===== src/rtl/alu_cmd_ctrl_if.sv =====
// Bus bundle between the command front-end and its neighbours:
// UART RX bytes in, ALU operand/enable/result, TX result byte out.
interface alu_cmd_ctrl_if #(
   parameter int DATA_WIDTH = 8,
   parameter int FUN_WIDTH  = 4
);
   logic [DATA_WIDTH-1:0] rx_data;
   logic                  rx_valid;
   logic [DATA_WIDTH-1:0] alu_a;
   logic [DATA_WIDTH-1:0] alu_b;
   logic [FUN_WIDTH-1:0]  alu_fun;
   logic                  alu_en;
   logic [DATA_WIDTH-1:0] alu_out;
   logic                  alu_valid;
   logic [DATA_WIDTH-1:0] tx_data;
   logic                  tx_valid;
   logic                  tx_ready;
   logic                  busy;
   logic                  err;

   // Controller side
   modport slave (
      input  rx_data, rx_valid, alu_out, alu_valid, tx_ready,
      output alu_a, alu_b, alu_fun, alu_en, tx_data, tx_valid, busy, err
   );

   // Environment side (RX source, ALU, TX sink)
   modport master (
      output rx_data, rx_valid, alu_out, alu_valid, tx_ready,
      input  alu_a, alu_b, alu_fun, alu_en, tx_data, tx_valid, busy, err
   );
endinterface


===== src/rtl/alu_cmd_ctrl.sv =====
// ALU command front-end: parses RX bytes into ALU operations, pulses the
// ALU enable, captures the result and hands it to the TX path.
//
// state    | meaning
// ---------+-----------------------------------------------------------
// IDLE     | waiting for a command byte (0xCC full op, 0xDD short op)
// GET_A    | next RX byte is operand A
// GET_B    | next RX byte is operand B
// GET_FUN  | next RX byte carries the function code in its low bits
// ALU_RUN  | alu_en high for this single cycle, result may already arrive
// ALU_WAIT | waiting for alu_valid, bounded by TIMEOUT cycles
// SEND     | tx_valid held with a stable tx_data until tx_ready
module alu_cmd_ctrl #(
   parameter int DATA_WIDTH = 8,
   parameter int FUN_WIDTH  = 4,
   parameter int TIMEOUT    = 15
) (
   input  logic          CLK,
   input  logic          RST,
   alu_cmd_ctrl_if.slave bus
);

   localparam int CNT_W = $clog2(TIMEOUT + 1);
   localparam logic [CNT_W-1:0]      CNT_LAST  = CNT_W'(TIMEOUT - 1);
   localparam logic [DATA_WIDTH-1:0] CMD_FULL  = DATA_WIDTH'('hCC);
   localparam logic [DATA_WIDTH-1:0] CMD_SHORT = DATA_WIDTH'('hDD);

   typedef enum logic [2:0] {
      IDLE,
      GET_A,
      GET_B,
      GET_FUN,
      ALU_RUN,
      ALU_WAIT,
      SEND
   } state_t;

   state_t                state_q, state_d;
   logic [DATA_WIDTH-1:0] a_q, a_d;
   logic [DATA_WIDTH-1:0] b_q, b_d;
   logic [FUN_WIDTH-1:0]  fun_q, fun_d;
   logic                  en_q, en_d;
   logic [DATA_WIDTH-1:0] txd_q, txd_d;
   logic                  txv_q, txv_d;
   logic                  err_q, err_d;
   logic [CNT_W-1:0]      cnt_q, cnt_d;

   // State and output registers; reset discards any operation in flight.
   always_ff @(posedge CLK) begin
      if (RST) begin
         state_q <= IDLE;
         a_q     <= '0;
         b_q     <= '0;
         fun_q   <= '0;
         en_q    <= 1'b0;
         txd_q   <= '0;
         txv_q   <= 1'b0;
         err_q   <= 1'b0;
         cnt_q   <= '0;
      end else begin
         state_q <= state_d;
         a_q     <= a_d;
         b_q     <= b_d;
         fun_q   <= fun_d;
         en_q    <= en_d;
         txd_q   <= txd_d;
         txv_q   <= txv_d;
         err_q   <= err_d;
         cnt_q   <= cnt_d;
      end
   end

   // Next-state and next-output decode; operands hold unless a byte loads them.
   always_comb begin
      state_d = state_q;
      a_d     = a_q;
      b_d     = b_q;
      fun_d   = fun_q;
      en_d    = 1'b0;
      txd_d   = txd_q;
      txv_d   = 1'b0;
      err_d   = 1'b0;
      cnt_d   = cnt_q;
      case (state_q)
         IDLE: begin
            if (bus.rx_valid) begin
               if (bus.rx_data == CMD_FULL) begin
                  state_d = GET_A;
               end else if (bus.rx_data == CMD_SHORT) begin
                  state_d = GET_FUN;
               end
            end
         end
         GET_A: begin
            if (bus.rx_valid) begin
               a_d     = bus.rx_data;
               state_d = GET_B;
            end
         end
         GET_B: begin
            if (bus.rx_valid) begin
               b_d     = bus.rx_data;
               state_d = GET_FUN;
            end
         end
         GET_FUN: begin
            if (bus.rx_valid) begin
               fun_d   = bus.rx_data[FUN_WIDTH-1:0];
               en_d    = 1'b1;
               state_d = ALU_RUN;
            end
         end
         ALU_RUN: begin
            cnt_d = '0;
            if (bus.alu_valid) begin
               txd_d   = bus.alu_out;
               txv_d   = 1'b1;
               state_d = SEND;
            end else begin
               state_d = ALU_WAIT;
            end
         end
         ALU_WAIT: begin
            // A result arriving on the last allowed cycle still wins over the timeout.
            if (bus.alu_valid) begin
               txd_d   = bus.alu_out;
               txv_d   = 1'b1;
               state_d = SEND;
            end else if (cnt_q == CNT_LAST) begin
               err_d   = 1'b1;
               state_d = IDLE;
            end else begin
               cnt_d = cnt_q + 1'b1;
            end
         end
         SEND: begin
            if (bus.tx_ready) begin
               state_d = IDLE;
            end else begin
               txv_d = 1'b1;
            end
         end
         default: begin
            state_d = IDLE;
         end
      endcase
   end

   assign bus.alu_a    = a_q;
   assign bus.alu_b    = b_q;
   assign bus.alu_fun  = fun_q;
   assign bus.alu_en   = en_q;
   assign bus.tx_data  = txd_q;
   assign bus.tx_valid = txv_q;
   assign bus.err      = err_q;
   assign bus.busy     = (state_q != IDLE);

endmodule


===== src/flat_wrapper.sv =====
// flat-port wrapper written by rule: the top's interface ports become plain ports
module alu_cmd_ctrl_flat 
#(
   parameter int DATA_WIDTH = 8,
   parameter int FUN_WIDTH  = 4,
   parameter int TIMEOUT    = 15
)
  (CLK, RST, bus_rx_data, bus_rx_valid, bus_alu_out, bus_alu_valid, bus_tx_ready, bus_alu_a, bus_alu_b, bus_alu_fun, bus_alu_en, bus_tx_data, bus_tx_valid, bus_busy, bus_err);
  alu_cmd_ctrl_if #(.DATA_WIDTH(DATA_WIDTH), .FUN_WIDTH(FUN_WIDTH)) bus_i ();
  input  logic CLK;
  input  logic RST;
  input wire logic [$bits(bus_i.rx_data)-1:0] bus_rx_data;
  input wire logic [$bits(bus_i.rx_valid)-1:0] bus_rx_valid;
  input wire logic [$bits(bus_i.alu_out)-1:0] bus_alu_out;
  input wire logic [$bits(bus_i.alu_valid)-1:0] bus_alu_valid;
  input wire logic [$bits(bus_i.tx_ready)-1:0] bus_tx_ready;
  output wire logic [$bits(bus_i.alu_a)-1:0] bus_alu_a;
  output wire logic [$bits(bus_i.alu_b)-1:0] bus_alu_b;
  output wire logic [$bits(bus_i.alu_fun)-1:0] bus_alu_fun;
  output wire logic [$bits(bus_i.alu_en)-1:0] bus_alu_en;
  output wire logic [$bits(bus_i.tx_data)-1:0] bus_tx_data;
  output wire logic [$bits(bus_i.tx_valid)-1:0] bus_tx_valid;
  output wire logic [$bits(bus_i.busy)-1:0] bus_busy;
  output wire logic [$bits(bus_i.err)-1:0] bus_err;
  assign bus_i.rx_data = bus_rx_data;
  assign bus_i.rx_valid = bus_rx_valid;
  assign bus_i.alu_out = bus_alu_out;
  assign bus_i.alu_valid = bus_alu_valid;
  assign bus_i.tx_ready = bus_tx_ready;
  assign bus_alu_a = bus_i.alu_a;
  assign bus_alu_b = bus_i.alu_b;
  assign bus_alu_fun = bus_i.alu_fun;
  assign bus_alu_en = bus_i.alu_en;
  assign bus_tx_data = bus_i.tx_data;
  assign bus_tx_valid = bus_i.tx_valid;
  assign bus_busy = bus_i.busy;
  assign bus_err = bus_i.err;
  alu_cmd_ctrl #(.DATA_WIDTH(DATA_WIDTH), .FUN_WIDTH(FUN_WIDTH), .TIMEOUT(TIMEOUT)) u_core (.CLK(CLK), .RST(RST), .bus(bus_i));
endmodule

===== config.mk =====
export PLATFORM = sky130hd
export DESIGN_NAME = alu_cmd_ctrl_flat
export DESIGN_NICKNAME = d
export VERILOG_FILES = /design/src/rtl/alu_cmd_ctrl_if.sv /design/src/rtl/alu_cmd_ctrl.sv /design/src/flat_wrapper.sv
export SDC_FILE = /design/constraint.sdc
export NUM_CORES = 1
export LEC_CHECK = 0
export ABC_AREA = 0
export CAP_MARGIN = 20
export CORE_UTILIZATION = 40
export CTS_CLUSTER_DIAMETER = 50
export CTS_CLUSTER_SIZE = 16
export DETAILED_ROUTE_END_ITERATION = 12
export PLACE_DENSITY = 0.8
export SLEW_MARGIN = 10
export SYNTH_ARGS = -nofsm -noshare
export SYNTH_HDL_FRONTEND = slang
export SYNTH_SLANG_ARGS = --single-unit

===== constraint.sdc =====
create_clock -name CLK -period 1.79 [get_ports CLK]
set_input_delay 0.358 -clock CLK [delete_from_list [all_inputs] [get_ports CLK]]
set_output_delay 0.358 -clock CLK [all_outputs]
set_load 0.03 [all_outputs]

======== Word-level counts from Yosys, hierarchy flattened ========
Cells that the tools add are included.
word-level totals
  bits in registers ....................... 38
  output and inout port bits .............. 32
operators by class
  add/sub/neg operators ................... 1
  equal/unequal tests ..................... 18
  mux-type cells .......................... 19
  bitwise logic cells ..................... 2
  reductions and logical operators ........ 12
operators by type and width
  cell                                           number
  two-way mux 3 bit                              9
  one-hot mux 3 bit (7 select lines)             1
  == test 8 bit, second input constant           2
  != test 2 bit, second input constant           7
  == test 3 bit, second input constant           3
  two-way mux 4 bit                              2
  one-hot mux 4 bit (2 select lines)             1
  AND reduction 2 bit                            4
  AND reduction 7 bit                            1
  == test 3 x 2 -> 1 bit, second input constant  2
  adder 4 x 1 -> 4 bit, second input constant    1
  == test 4 bit, second input constant           1
  two-way mux 1 bit                              4
  OR reduction 2 bit                             2
  == test 3 x 1 -> 1 bit, second input constant  1
  zero test 3 bit                                1
  != test 3 x 1 -> 1 bit, second input constant  1
  != test 3 x 2 -> 1 bit, second input constant  1
  AND reduction 3 bit                            1
  nonzero test 3 bit                             1
  OR reduction 3 bit                             1
  two-way mux 2 bit                              1
  inverter 1 bit                                 2
  one-hot mux 1 bit (2 select lines)             1
  nonzero test 2 bit                             1

======== Logic depth before layout (Yosys ltp) ========
  word-level depth ........................ 5
  depth in mapped cells ................... 6
  depth with buffers taken out ............ 6

======== Worst setup path after synthesis ========
No wires, ideal clock.
  path type ............................... register to register
  start ................................... reg u_core.cnt_q[0]
  end ..................................... reg u_core.cnt_q[3]
  arrival ................................. 1.262 ns
  data required time ...................... 1.672 ns
  slack ................................... 0.409 ns
  stages on the path, launching flop included .. 7
  path buffers ............................ 0
  path through ............................ dfxtp_1 -> inv_1 -> ha_1 -> a31o_2 -> a211oi_2 -> xnor2_1 -> nor2_1
between the ends
  cells in the longest elaborated chain, start to end .. 4
  elaborated cells on any way between the ends .. 7
RTL lines
  what                                RTL line             RTL
  from (decl)                         alu_cmd_ctrl.sv:46   logic [CNT_W-1:0] cnt_q, cnt_d;
  from (signal assigned)              alu_cmd_ctrl.sv:69   cnt_q <= cnt_d;
  adder 4 x 1 -> 4 bit                alu_cmd_ctrl.sv:133  cnt_d = cnt_q + 1'b1;
  two-way mux 4 bit                   alu_cmd_ctrl.sv:129  end else if (cnt_q == CNT_LAST) begin
  two-way mux 4 bit                   alu_cmd_ctrl.sv:125  if (bus.alu_valid) begin
  one-hot mux 4 bit (2 select lines)  alu_cmd_ctrl.sv:84   case (state_q)
Parallel ways exist; a longest one is shown, timed or not. The select of a mux whose other input is x is not followed.
A chain may end at the register's enable or synchronous reset.

======== Worst setup path after layout ========
  start ................................... reg u_core.state_q[2]
  end ..................................... out bus_busy
between the ends
  cells in the longest elaborated chain, start to end .. 1
RTL lines
  what                    RTL line             RTL
  from (decl)             alu_cmd_ctrl.sv:38   state_t state_q, state_d;
  from (signal assigned)  alu_cmd_ctrl.sv:61   state_q <= state_d;
  nonzero test 3 bit      alu_cmd_ctrl.sv:156  assign bus.busy = (state_q != IDLE);
  to (decl)               flat_wrapper.sv:23   output wire logic [$bits(bus_i.busy)-1:0] bus_busy;
No other way between the ends.

==> results.toml <==
[power]
p_int_mw = 1.483
switchingPower_mw = 0.4717
power_frac_comb_pct = 17.3
pwr-share-clk_pct = 37.8
pwr_density_cell_nw_per_um2 = 792.4
switching_share_pct = 24.13
max-vdd-ir-drop_mv = 0.4399
leakagePower_nw = 0.9984
finalPower_mw = 1.955
seq_power_share_pct = 45.0

[route]
remaining_drc_errors = 0
wl_per_cell_um = 12.71
routed_wl_mm = 3.559
final_antenna_net_count = 0
drt_first_iter_violations = 29
drt-vias-per-instance = 4.925
vias = 1379
firstDrtPassIters = 4

[timing]
fin_skew_ns = 0.009154
relSlewSlack_pct = 76.89
worst_slew_pin_slew_ns = 0.3456
layout_min_cycle_time_ns = 1.734
setup_violations = 0
finalMaxSlewViolations = 0
rsz0062_at_grt = "false"
period_share_pct = 96.85
finalHoldViolCount = 0
clock.fmax_mhz = 576.8

[cells_and_area]
finalNetCount = 253
syn2layout_area_growth_pct = 46.73
final_util_pct = 61.24
antenna_cells = 0
drive_above_1_share_pct = 16.52
fill_cells = 372
final_cells = 280
layout_common_cells = "clkdlybuf4s50_1 (51), dfxtp_1 (38), nor2_1 (33)"
mostFrequentLayoutCell = "clkdlybuf4s50_1"

[critical_path]
crit_arrival_ns = 1.38
crit_type = "register to primary output"
cp-end-kind = "primary output"
path_max_fanout = 2
start_kind = "register"
cp_data_required_time_ns = 1.43

[place]
gp_congestion = 0.7777
placedCellCount = 273
dp_hpwl_mm = 2.536
io_buffers = 52

[clock_network]
path_clk_slew_ns = 0.08
worstSkewPairLatency_ns = 0.29
ctsHoldBuffers = 0
cts-htree-levels = 2
cts_buffer_depth = 2
cts_made_buffers = 5
clock_sinks = 38
root_buffer = "clkbuf_8"
tritoncts = "built"

[floorplan]
core_area_um2 = 4029
die_h_um = 66.84
pin_count = 53
dieArea_um2 = 4468
start_util_pct = 41.74
die_x_um = 66.84
rows = 23

[synth]
synth-main-ff-cell = "dfxtp_1"
synth-seq-cells = 38
ys_seq_area_share_pct = 45.24
synthesis.area_um2 = 1682
synth_cells = 164
yosys_warnings = 0
synth-edff-count = 0
syn_nets = 187
synth_cell_types = 38
post_synth.cell_area_avg_um2 = 10.25
synth-async-reset-ratio_pct = 0

[global_route]
antenna_found_initial = 0
grt_overflow = 0
track_usage_pct = 17.82
grt_pass1_wl_mm = 5.816
grt_max_degree = 22
grt_pass1_vias = 1266

[min_path]
hold_class = "register to register"

[status]
outcome = "completed"

[run]
maxCapViolations = 0
layer usage:
layer | share of wire, % | vias to the layer above | track usage [%] | routed length, um
met5 | 0 | - | 0 | 0
met4 | 0.42 | 0 | 5.585 | 15
met3 | 5.8 | 2 | 7.192 | 207
met2 | 44 | 30 | 27.02 | 1583
met1 | 49 | 642 | 22.84 | 1751
li1 | - | 705 | - | -
worst paths after layout:
check | startpoint | to | slack, ns | cells past startpoint
worst max register to register | u_core.cnt_q[0]$_SDFFE_PP0P_ | u_core.cnt_q[3]$_SDFFE_PP0P_ | 0.32 | 6
worst min-delay path | u_core.bus.tx_data[3]$_SDFFE_PP0P_ | u_core.bus.tx_data[3]$_SDFFE_PP0P_ | 0.50 | 2
worst min register to register | u_core.bus.tx_data[3]$_SDFFE_PP0P_ | u_core.bus.tx_data[3]$_SDFFE_PP0P_ | 0.50 | 2
worst max-delay path | u_core.state_q[2]$_SDFFE_PP0P_ | bus_busy | 0.06 | 2
repair_timing:
item | 4_1_cts | 5_1_grt
endpoints found under the setup margin | 1 | 0
resized for setup | 1 | 0
buffers inserted | 0 | 0
hold endpoints to repair | 0 | 0
critical path, cell delays in order, from the launching register on:
cell           delay [ns]
dfxtp_1              0.32
or3_4                0.40
dlygate4sd2_1        0.37
cell usage after synthesis (3+ instances only):
master / number / share of area, %
mux2i_1: 30 / 18
nand2b_1: 5 / 1.9
buf_4: 5 / 2.2
o21ai_0: 4 / 1.2
a21oi_1: 5 / 1.5
clkbuf_1: 3 / 0.67
dfxtp_1: 38 / 45
nor2_1: 33 / 7.4
layout make-up:
type	count	area (um^2)	share of cell area (%)
inverter	2	7.507	0.3043
clock buffer	6	82.58	3.347
multi-input combinational	114	839.6	34.03
tap	50	62.56	2.535
sequential	38	760.7	30.83
clock inverter	1	30.03	1.217
timing repair buffer	69	684.4	27.74
per-stage QoR:
stage / TNS (ns) / worst slack (ns) / hold slack [ns] / cell area, um^2
final: 0 / 0.05644 / 0.4974 / 2467
after detailed placement: -0.02110 / -0.01983 / 0.4872 / 2356
after global routing: 0 / 0.01508 / 0.5252 / 2467
after CTS: 0 / 0.04797 / 0.5049 / 2467
after global placement: -0.02976 / -0.02523 / 0.4749 / 2356
after floorplan: 0 / 0.4092 / 0.4874 / 1682
registers in the layout, summed over array words and instances (netlist names):
name,flops
u_core.bus.alu_en,1
u_core.bus.alu_a,8
u_core.bus.alu_b,8
u_core.cnt_q,4
u_core.bus.err,1
u_core.bus.tx_data,8
u_core.bus.tx_valid,1
u_core.bus.alu_fun,4
u_core.state_q,3
power groups by stage:
| stage | Clock (mW) | Combinational, mW | Sequential [mW] |
|---|---|---|---|
| global route | 0.802 | 0.362 | 0.881 |
| CTS | 0.759 | 0.338 | 0.879 |
| detailed placement | 0 | 0.342 | 0.898 |
| floorplan | 0 | 0.162 | 0.934 |
| finish | 0.738 | 0.338 | 0.879 |
| global placement | 0 | 0.341 | 0.898 |
cells by family after synthesis:
| family | after synthesis | synth area share [%] |
|---|---|---|
| AO/OA/AOI/OAI | 17 | 7.440 |
| XOR/XNOR | 3 | 1.563 |
| adder cells (fa/ha/maj) | 2 | 1.488 |
| buffers and inverters | 12 | 4.836 |
| flip-flops | 38 | 45.24 |
| multiplexers | 30 | 17.86 |
| AND/OR/NAND/NOR | 62 | 21.58 |
Power figures use the tool's default switching activity.
